<file path="src/rtl/issue_scoreboard.sv">
// In-order issue stage: tracks in-flight register writes of the add and mult pipes
// and inserts NOP bubbles on RAW, write-order and writeback-port hazards.
`timescale 1ns/1ps
module issue_scoreboard #(
    parameter int ADD_LAT = 4,
    parameter int MUL_LAT = 4,
    parameter int CNT_W   = 16
) (
    input  logic             clock,
    input  logic             rst,
    input  logic             run,
    input  logic             in_valid,
    input  logic [2:0]       in_opcode,
    input  logic [4:0]       in_rs1,
    input  logic [4:0]       in_rs2,
    input  logic [4:0]       in_rd,
    input  logic [11:0]      in_imm,
    output logic             fetch_en,
    output logic [2:0]       out_opcode,
    output logic [4:0]       out_rs1,
    output logic [4:0]       out_rs2,
    output logic [4:0]       out_rd,
    output logic [11:0]      out_imm,
    output logic             stall,
    output logic [CNT_W-1:0] stall_cnt
);

    localparam int MAX_LAT = (ADD_LAT > MUL_LAT) ? ADD_LAT : MUL_LAT;
    localparam int LW      = $clog2(MAX_LAT + 1);
    localparam int M       = MAX_LAT + 1;

    localparam logic [LW-1:0] ADD_L = LW'(ADD_LAT);
    localparam logic [LW-1:0] MUL_L = LW'(MUL_LAT);

    localparam logic [1:0] CLS_NOP  = 2'b00;
    localparam logic [1:0] CLS_ADD  = 2'b01;
    localparam logic [1:0] CLS_MUL  = 2'b10;

    logic [LW-1:0]    cnt_q [32];
    logic [LW-1:0]    cnt_d [32];
    logic [M:0]       wb_q, wb_d;
    logic [2:0]       opcode_q, opcode_d;
    logic [4:0]       rs1_q, rs1_d;
    logic [4:0]       rs2_q, rs2_d;
    logic [4:0]       rd_q, rd_d;
    logic [11:0]      imm_q, imm_d;
    logic [CNT_W-1:0] stall_cnt_q, stall_cnt_d;

    logic [1:0]    cls;
    logic          reads_rs1, reads_rs2, writes;
    logic [LW-1:0] lat;
    logic          raw_hit, waw_hit, wb_hit;

    // Decode: ADDI reads rs1 only because its rs2 field overlaps the immediate.
    always_comb begin
        cls       = in_opcode[1:0];
        reads_rs1 = in_valid && (cls != CLS_NOP);
        reads_rs2 = in_valid && ((cls == CLS_ADD) || (cls == CLS_MUL));
        writes    = in_valid && (cls != CLS_NOP) && (in_rd != 5'd0);
        lat       = (cls == CLS_MUL) ? MUL_L : ADD_L;
    end

    always_comb begin
        raw_hit = 1'b0;
        if (reads_rs1 && (in_rs1 != 5'd0) && (cnt_q[in_rs1] != '0)) raw_hit = 1'b1;
        if (reads_rs2 && (in_rs2 != 5'd0) && (cnt_q[in_rs2] != '0)) raw_hit = 1'b1;
        waw_hit = writes && (cnt_q[in_rd] >= lat);
        // A reservation at lat+1 would land on our slot once the vector shifts.
        wb_hit = 1'b0;
        for (int i = 0; i <= M; i++) begin
            if (writes && wb_q[i] && (i == int'(lat) + 1)) wb_hit = 1'b1;
        end
    end

    // Fetch handshake: fetch_en is the ready for the presented instruction; an
    // instruction (in_valid) is consumed on a rising edge only while fetch_en=1,
    // otherwise fetch must hold in_* stable until it is.
    assign stall    = in_valid && (raw_hit || waw_hit || wb_hit) && run;
    assign fetch_en = rst && run && !stall;

    always_comb begin
        for (int i = 0; i < 32; i++) cnt_d[i] = cnt_q[i];
        wb_d        = wb_q;
        opcode_d    = opcode_q;
        rs1_d       = rs1_q;
        rs2_d       = rs2_q;
        rd_d        = rd_q;
        imm_d       = imm_q;
        stall_cnt_d = stall_cnt_q;
        if (run) begin
            for (int i = 0; i < 32; i++) begin
                if (cnt_q[i] != '0) cnt_d[i] = cnt_q[i] - LW'(1);
                if (!stall && writes && (in_rd == 5'(i))) cnt_d[i] = lat;
            end
            wb_d = wb_q >> 1;
            for (int i = 0; i <= M; i++) begin
                if (!stall && writes && (i == int'(lat))) wb_d[i] = 1'b1;
            end
            if (stall) begin
                opcode_d = '0;
                rs1_d    = '0;
                rs2_d    = '0;
                rd_d     = '0;
                imm_d    = '0;
                if (stall_cnt_q != '1) stall_cnt_d = stall_cnt_q + CNT_W'(1);
            end else begin
                opcode_d = in_opcode;
                rs1_d    = in_rs1;
                rs2_d    = in_rs2;
                rd_d     = in_rd;
                imm_d    = in_imm;
            end
        end
    end

    always_ff @(posedge clock or negedge rst) begin
        if (!rst) begin
            for (int i = 0; i < 32; i++) cnt_q[i] <= '0;
            wb_q        <= '0;
            opcode_q    <= '0;
            rs1_q       <= '0;
            rs2_q       <= '0;
            rd_q        <= '0;
            imm_q       <= '0;
            stall_cnt_q <= '0;
        end else begin
            for (int i = 0; i < 32; i++) cnt_q[i] <= cnt_d[i];
            wb_q        <= wb_d;
            opcode_q    <= opcode_d;
            rs1_q       <= rs1_d;
            rs2_q       <= rs2_d;
            rd_q        <= rd_d;
            imm_q       <= imm_d;
            stall_cnt_q <= stall_cnt_d;
        end
    end

    assign out_opcode = opcode_q;
    assign out_rs1    = rs1_q;
    assign out_rs2    = rs2_q;
    assign out_rd     = rd_q;
    assign out_imm    = imm_q;
    assign stall_cnt  = stall_cnt_q;

endmodule

</file>
<file path="config.mk">
export PLATFORM = sky130hd
export DESIGN_NAME = issue_scoreboard
export DESIGN_NICKNAME = d
export VERILOG_FILES = /design/src/rtl/issue_scoreboard.sv
export SDC_FILE = /design/constraint.sdc
export NUM_CORES = 1
export LEC_CHECK = 0
export CAP_MARGIN = 20
export CORE_MARGIN = 2
export CORE_UTILIZATION = 63
export CTS_CLUSTER_SIZE = 40
export DETAILED_ROUTE_END_ITERATION = 7
export MAX_ROUTING_LAYER = met4
export PLACE_DENSITY_LB_ADDON = 0.05
export SETUP_SLACK_MARGIN = 0.3
export SYNTH_ARGS = -nofsm -noshare
export SYNTH_HDL_FRONTEND = slang
export SYNTH_SLANG_ARGS = --single-unit
</file>
<file path="constraint.sdc">
create_clock -name clock -period 4.65 [get_ports clock]
set_clock_uncertainty 0.15 [all_clocks]
set_input_delay 0.93 -clock clock [delete_from_list [all_inputs] [get_ports clock]]
set_output_delay 0.93 -clock clock [all_outputs]
set_load 0.01 [all_outputs]
</file>
**Word-level counts from Yosys, hierarchy flattened**

Index checks and enable logic that the tools add are counted.
Widths: inputs -> output; s select.

- Register bits after elaboration: 142
- Bits of input ports: 34
- Logic and storage cells: 344
- Output and inout port bits: 48

- Magnitude comparators: 4
- Eq/ne operators: 34
- Bitwise gates (word level): 3
- Add/subtract/negate cells: 33
- Reductions and logical operators: 152
- Multiplexer cells: 80

Operators by type and width:

| kind | number |
|---|---|
| $mux 3 | 71 |
| $reduce_bool 3->1 | 34 |
| $sub 3x1->3 const B | 32 |
| $eq 5x5->1 const B | 16 |
| $reduce_bool 2->1 | 33 |
| $reduce_and 2->1 | 32 |
| $bmux 3 s5 | 3 |
| $logic_and 1x1->1 | 45 |
| $eq 5x4->1 const B | 8 |
| $eq 5x3->1 const B | 4 |
| $ge 6x6->1 const B | 3 |
| $not 5->6 | 3 |
| $add 16x1->16 const B | 1 |
| $ne 16x16->1 const B | 1 |
| $mux 5 | 3 |
| $reduce_bool 5->1 | 3 |
| $mux 12 | 1 |
| $eq 5x2->1 const B | 2 |
| $eq 5x1->1 const B | 1 |
| $logic_not 5->1 | 1 |
| $ge 3x3->1 const B | 1 |
| $reduce_and 3->1 | 1 |
| $eq 2x1->1 const B | 1 |
| $eq 2x2->1 const B | 1 |
| 3 further kinds | 5 |

**Depth between registers and ports, before layout**

Gate-level depths: netlist of run 1.

- Depth after elaboration: 16
- Mapped depth: 12
- Gate-level depth less buffers: 10

**Least setup slack after synthesis of run 1**

OpenSTA, ideal clock, no wires.

- Path type: input to output
- From: input in_rd[0]
- To: output fetch_en
- Data arrival time: 2.841 ns
- Data required time: 3.570 ns
- Path slack: 0.729 ns
- Buffers on the path: 3
- Stages on the path: 9
- Path through: buf_4 -> mux4_2 -> mux2_2 -> a211oi_1 -> or3_4 -> nand2_4 -> buf_6 -> buf_2 -> nor2_1

- Word-level cells in the longest chain between the ends: 11
- Elaborated cells between the ends (all ways): 13
- Those cells by class: order compare (1); mux (3); bitwise (1); reduce/logical (8)

Ends and longest elaborated chain:

| what | line | text |
|---|---|---|
| start: declaration | 16 | `input logic [4:0] in_rd,` |
| $not 5->6 (implied by the code) | 67 | `waw_hit = writes && (cnt_q[in_rd] >= lat);` |
| $bmux 3 s5 | 67 |  |
| $mux 3 (implied by the code) (2 in series) | 67 |  |
| $ge 3x3->1 | 67 |  |
| $logic_and 1x1->1 (*) | 67 |  |
| $logic_or 1x1->1 (*) | 78 | `assign stall = in_valid && (raw_hit \|\| waw_hit \|\| wb_hit) && run;` |
| $logic_and 1x1->1 (*) (2 in series) | 78 |  |
| $logic_not 1->1 (*) | - |  |
| $logic_and 1x1->1 (*) | 79 | `assign fetch_en = rst && run && !stall;` |
| end: declaration | 18 | `output logic fetch_en,` |

Every way passes the cells marked *; elsewhere a longest branch is shown, timed or not. The select of a mux whose other input is x is not followed.

**Final worst setup path of run 1**

- From: input in_rs1[0]
- To: output stall

- Word-level cells in the longest chain between the ends: 11
- Elaborated cells between the ends (all ways): 13
- Those cells by class: mux (5); bitwise (1); reduce/logical (7)

Ends and longest elaborated chain:

| what | line | text |
|---|---|---|
| start: declaration | 14 | `input logic [4:0] in_rs1,` |
| $not 5->6 (implied by the code) | 65 | `if (reads_rs1 && (in_rs1 != 5'd0) && (cnt_q[in_rs1] != '0)) raw_hit = 1'b1;` |
| $bmux 3 s5 | 65 |  |
| $mux 3 (implied by the code) (2 in series) | 65 |  |
| $reduce_bool 3->1 | 65 |  |
| $logic_and 1x1->1 (*) | 65 |  |
| $mux 1 (*) | 65 |  |
| $mux 1 (*) | 66 | `if (reads_rs2 && (in_rs2 != 5'd0) && (cnt_q[in_rs2] != '0)) raw_hit = 1'b1;` |
| $logic_or 1x1->1 (*) | 78 |  |
| $logic_and 1x1->1 (*) (2 in series) | 78 |  |
| end: declaration | 24 | `output logic stall,` |

Marks and branches as above.

==> results of run 1 <==
-- worst max-delay path by stage --
stage	start	endpoint	slack, ns	cells after the start
floorplan	in_rd[0]	fetch_en	0.73	9
global placement	in_rs1[1]	stall	-0.06	9
detailed placement	in_rs1[1]	stall	-0.06	9
CTS	in_rs1[0]	fetch_en	0.30	10
global route	in_rs1[0]	fetch_en	0.30	10
finish	in_rs1[0]	stall	0.35	10
-- sequential cells by signal (all words and copies together) (netlist names) --
signal      cells
out_opcode      3
out_imm        12
stall_cnt      16
out_rd          5
cnt_q          96
out_rs2         5
out_rs1         5
-- cell families after synthesis --
logic type | Yosys count | synth area share
simple gates | 362 | 0.214
compound gates | 189 | 0.132
buf+inv | 181 | 0.0815
flops | 142 | 0.399
fa+ha+maj | 66 | 0.0927
xor+xnor | 45 | 0.0442
mux | 18 | 0.0362
-- layout make-up --
class / count / area (sq um) / share of cell area
multi-input cells: 680 / 4730 / 0.436
flip-flops and latches: 142 / 3550 / 0.328
well taps: 180 / 225 / 0.0208
repair buffers: 123 / 1200 / 0.111
clock inverters: 12 / 159 / 0.0147
inverters: 134 / 503 / 0.0464
clock buffers: 20 / 467 / 0.0431
-- report_power, final --
group	internal, mW	switching, mW	total, mW	leakage [nW]
Sequential	1.70	0.537	2.23	1.76
Combinational	1.10	1.35	2.45	2.80
Clock	0.889	0.554	1.44	0.291
Total	3.68	2.44	6.12	4.85
-- stage by stage --
step           hold slack [ns]  power (mW)
2_1_floorplan            0.339        3.82
3_3_place_gp             0.330        4.43
3_5_place_dp             0.336        4.54
4_1_cts                  0.283        6.06
5_1_grt                  0.298        6.60
6_report                 0.264        6.12
-- placed cells by master, fill, tap and decap left out, drive strengths merged, types with 21 or more instances in the layout --
cell and count:
clkdlybuf4s50 75, o22ai 31, nor2 96, nand2 78, dfrtp 142, ha 66
nand2b 22, a21oi 66, nor3 59, clkbuf 21, inv 136, o21ai 36
xnor2 44, buf 44, nor4 52
-- timing repair --
action                                  4_1_cts  5_1_grt
resized for setup                            11       14
pin swaps                                     2        4
cloned                                        1        1
setup buffers                                 3        0
endpoints found under the setup margin        2        2
-- worst reg2reg max path, delay by kind of cell (launching register included) --
kind	cells	cell delay, ns
buf+inv	3	0.59
flops	1	0.44
compound gates	5	0.80
simple gates	3	1.29
-- layer usage --
layer  track usage  share of wire
met1         0.448           0.40
met3        0.0701          0.083
met2         0.563           0.48
met4         0.166          0.035
met5             -              0
==> reports/metrics.yaml, run 1 <==
ff2ff_path_depth: 11
synth_edf_count: 0
utilization: 0.784
vias: 7997
grt_pass1_wl_mm: 40.0
post-dp-hpwl_mm: 17.1
setup_tns_ns: 0
synth_area_leader_cell: "dfrtp_1"
cts-root-buf: "clkbuf_16"
dpl-instance-area_sq_um: 10000
slew_viol_final: 0
crit_fanout: 6
slowest_delay_ns: 0.53
crit_required_ns: 3.57
initial_core_util: 0.644
r2r_start: "cnt_q[62]$_DFFE_PN0P_"
antenna_found_initial: 0
htree_levels: 4
fin_crit_sh: 0.925
rows: 43
worstPathArrival_ns: 3.22
final_cells: 1291
slew-limit-headroom: 0.373
fmax_mhz: 232
critPathSlowestCell: "mux4_2"
syn_inst: 1003
first_pass_iters: 5
ys_seq_area_frac: 0.399
cts_made_buffers: 17
async_reset_ff_frac: 1.00
dieWidth_um: 123
io_buffers: 81
synth.most_common_cell: "dfrtp_1"
period_needed_ns: 4.30
dr.first_iter.drc_count: 738
syn_area_per_cell_sq_um: 8.88
drc_errors: 0
clock_sinks: 142
track_usage: 0.358
die_area_sq_um: 15100
cp_num_buf_inv: 5
dpl.cell_count: 1254
worstSetupStartpointType: "input pin"
rsz0062_at_grt: "false"
viasPerCell: 6.19
hold_buffers: 0
clock_latency_ns: 0.43
grt_pass1_vias: 7943
cts.clk_slew.worst_paths_ns: 0.06
io_pins: 82
final_hold_viol_count: 0
max-cap-violations: 0
wl_mm: 24.9
ant_nets: 0
worst_path_most_repeated_cell: "buf_4"
ys_top_cells_by_count: "dfrtp_1 (142), inv_1 (134), nor2_1 (96)"
cts_tree: "yes"
r2r_end: "cnt_q[73]$_DFFE_PN0P_"
diodes: 0
grt_max_degree: 75
peakVddDrop_uv: 378
fin_nets: 1198
gr-total-overflow: 0
synth-seq-cells: 142
crit_type: "in2out"
synth-main-ff-cell: "dfrtp_1"
syn_area_sq_um: 8910
setup_viol: 0
crit_family: "buffers and inverters"
worst_slack_ns: 0.348
yosysTopAreaCellShare: 0.399
r2r_slack_ns: 1.24
synth_area_leaders: "dfrtp_1 (40%), ha_1 (9.3%), inv_1 (5.6%)"
p_leak_nw: 4.85
routedWlPerCell_um: 19.3
fillers: 995
gp_congestion: 0.996
clock_path_buffers: 2
syn_to_final_growth_pct: 21.6
run_status: "finished clean"
synth.yosys.warnings: 0
end_kind: "output port"
dp_slack_ns: -0.0644
die_h_um: 123
cellPowerDensity_nw_per_um2: 565
synth_nets: 1103
stdcell_area_sq_um: 10800
crit_chain: "clkdlybuf4s50_1 > buf_6 > mux4_2 > nor4bb_4 > nor4_4 > a22oi_2 > buf_4 > buf_4 > a21oi_4 > buf_2"
hp-class: "in2async"
synth_cell_types: 57
tightest_slew_ns: 0.941
core-area_sq_um: 13800
drive_gt1_frac: 0.116
Power figures use the tool's default switching activity.
==> run 2: changes to the inputs <==
- clock period: 4.65 -> 5.05 ns (I/O delays scaled with it)
==> run 2 against run 1 <==
  * Sequential power decreased by 9%
  * Non-clock buffer count decreased by 20
  * Critical endpoint is now fetch_en
  * Highest routed layer unchanged
  * Worst hold slack gained 0.071 ns
  * Critical path type unchanged
==> reports/metrics.yaml, run 2 (synthesis gave the netlist of run 1 again) <==
post-dp-hpwl_mm: 17.0  # -0.75%
rsz0062_at_grt: "false"
clock_path_buffers: 2  # unchanged
drive_gt1_frac: 0.0899  # -0.0262
first_pass_iters: 8  # +3
tightest_slew_ns: 0.857  # -0.0839 ns
gp_congestion: 0.976  # -2.0%
wl_mm: 24.1  # -3.2%
syn_to_final_growth_pct: 18.4
cp_num_buf_inv: 3  # -2
slowest_delay_ns: 0.51  # -0.02 ns
crit_fanout: 18  # +12
grt_max_degree: 59  # -21%
max-cap-violations: 0  # unchanged
fmax_mhz: 218
routedWlPerCell_um: 19.0  # -1.6%
cts-root-buf: "clkbuf_16"
die_h_um: 123  # unchanged
vias: 7803  # -2.4%
power_mw: 5.47  # -11%
diodes: 0  # unchanged
setup_tns_ns: 0  # unchanged
drc_errors: 0  # unchanged
worstPathArrival_ns: 3.44  # +0.22 ns
htree_levels: 4  # unchanged
die_area_sq_um: 15100  # unchanged
cellPowerDensity_nw_per_um2: 519  # -8.2%
dr.first_iter.drc_count: 771  # +4.5%
grt_pass1_vias: 7416  # -6.6%
crit_type: "in2out"
crit_family: "buffers and inverters"
io_buffers: 81  # unchanged
run_status: "finished clean"
fillers: 1018  # +2.3%
largest_register_ffs: 96  # unchanged
io_pins: 82  # unchanged
p_leak_nw: 4.74  # -2.3%
fin_crit_sh: 0.910
crit_required_ns: 3.89  # +0.32 ns
cts_tree: "yes"
cts_made_buffers: 17  # unchanged
track_usage: 0.342  # -0.0158
final_cell_mix: "dfrtp_1 (142), inv_1 (134), nor2_1 (96), nand2_1 (77), clkdlybuf4s50_1 (72)"
ant_nets: 0  # unchanged
grt_pass1_wl_mm: 38.2  # -4.5%
critPathSlowestCell: "mux4_2"
slew_viol_final: 0  # unchanged
dieWidth_um: 123  # unchanged
fin_nets: 1178  # -1.7%
setup_viol: 0  # unchanged
final_hold_viol_count: 0  # unchanged
cts.clk_slew.worst_paths_ns: 0.06  # about the same
clock_latency_ns: 0.43  # about the same
period_needed_ns: 4.60
core-area_sq_um: 13800  # unchanged
clock_sinks: 142  # unchanged
gr-total-overflow: 0  # unchanged
crit_chain: "clkdlybuf4s50_1 > buf_12 > mux4_2 > mux2_2 > a211oi_2 > or3_4 > nand2_4 > nor2_1 > dlygate4sd2_1"
hp-class: "in2async"
initial_core_util: 0.644  # unchanged
end_kind: "output port"
largest_register: "cnt_q"
viasPerCell: 6.14  # -0.81%
hold_buffers: 0  # unchanged
rows: 43  # unchanged
worstSetupStartpointType: "input pin"
slew-limit-headroom: 0.428  # +0.0559
final_common_cell: "dfrtp_1"
antenna_found_initial: 0  # unchanged
peakVddDrop_uv: 427  # +13%
holdWs_ns: 0.335  # +0.0711 ns
==> run 2: cell types whose count changed in the layout (fill, tap and decap cells not counted), moves of 3 or more <==
cell             before  now
nor4_1               29   32
clkinv_2              1    4
buf_4                37   19
clkdlybuf4s50_1      75   72
dlygate4sd2_1         1    5
==> run 2: path summary, 6_finish.rpt <==
path                                     startpoint                       end  slack, ns  depth (start not counted)
max                                        in_rd[0]                  fetch_en       0.45                          9
min                                             rst     cnt_q[86]$_DFFE_PN0P_       0.33                          1
max reg2reg                   cnt_q[62]$_DFFE_PN0P_     cnt_q[73]$_DFFE_PN0P_       1.54                          9
min reg2reg                stall_cnt[4]$_DFFE_PN0P_  stall_cnt[4]$_DFFE_PN0P_       0.34                          1
max in group asynchronous                       rst    out_rs2[0]$_DFFE_PN0P_       3.29                          2
min in group clock         stall_cnt[4]$_DFFE_PN0P_  stall_cnt[4]$_DFFE_PN0P_       0.34                          1
==> run 2: routing by layer <==
layer | GRT usage | wire [um] | up-vias
met3 | 0.0803 | 1890 | 69
met2 | 0.543 | 11500 | 326
met4 | 0.138 | 784 | 0
met5 | - | 0 | -
li1 | - | - | 3650
met1 | 0.424 | 9870 | 3758
==> run 2: metrics by stage <==
step	cells	cell area [sq um]	setup slack, ns	util
floorplan	1003	8910	0.969	-
global placement	1237	9900	0.0931	0.716
detailed placement	1237	9900	0.0521	0.716
CTS	1270	10500	0.361	0.762
global route	1270	10500	0.355	0.763
finish	1270	10500	0.455	0.763
==> run 2: final cells by class <==
class / instances / area [sq um] / share of cell area
multi-input combinational: 680 / 4650 / 0.441
clock buffer: 20 / 447 / 0.0424
tap: 180 / 225 / 0.0214
inverter: 134 / 503 / 0.0477
clock inverter: 11 / 141 / 0.0134
timing repair buffer: 103 / 1030 / 0.0974
sequential: 142 / 3550 / 0.337
==> run 2: worst reg2reg max path, stage by stage, from the launching register on <==
cell and delay [ns]:
dfrtp_1 0.46, nor3_1 0.48, a2111oi_0 0.23, nor4_1 0.28, o211ai_1 0.15, a22oi_2 0.40
a21oi_4 0.10, buf_4 0.34, nor3_2 0.62, a31oi_1 0.17
==> run 2: what timing repair did <==
action | CTS | global route
gates resized for setup | 8 | 4
setup buffers | 1 | 0
pin swaps | 3 | 1
gates cloned | 1 | 0
setup endpoints to repair | 2 | 1
==> run 2: power by group <==
group,switching [mW],internal (mW),total (mW)
registers,0.476,1.56,2.04
logic,1.19,0.978,2.17
clock network,0.480,0.783,1.26
total,2.15,3.32,5.47
==> run 3: changes to the inputs <==
- CTS_CLUSTER_DIAMETER: unset -> 40
==> results of run 3 <==
Same layout as run 2: the final DEF is identical, and so are final timing and power.
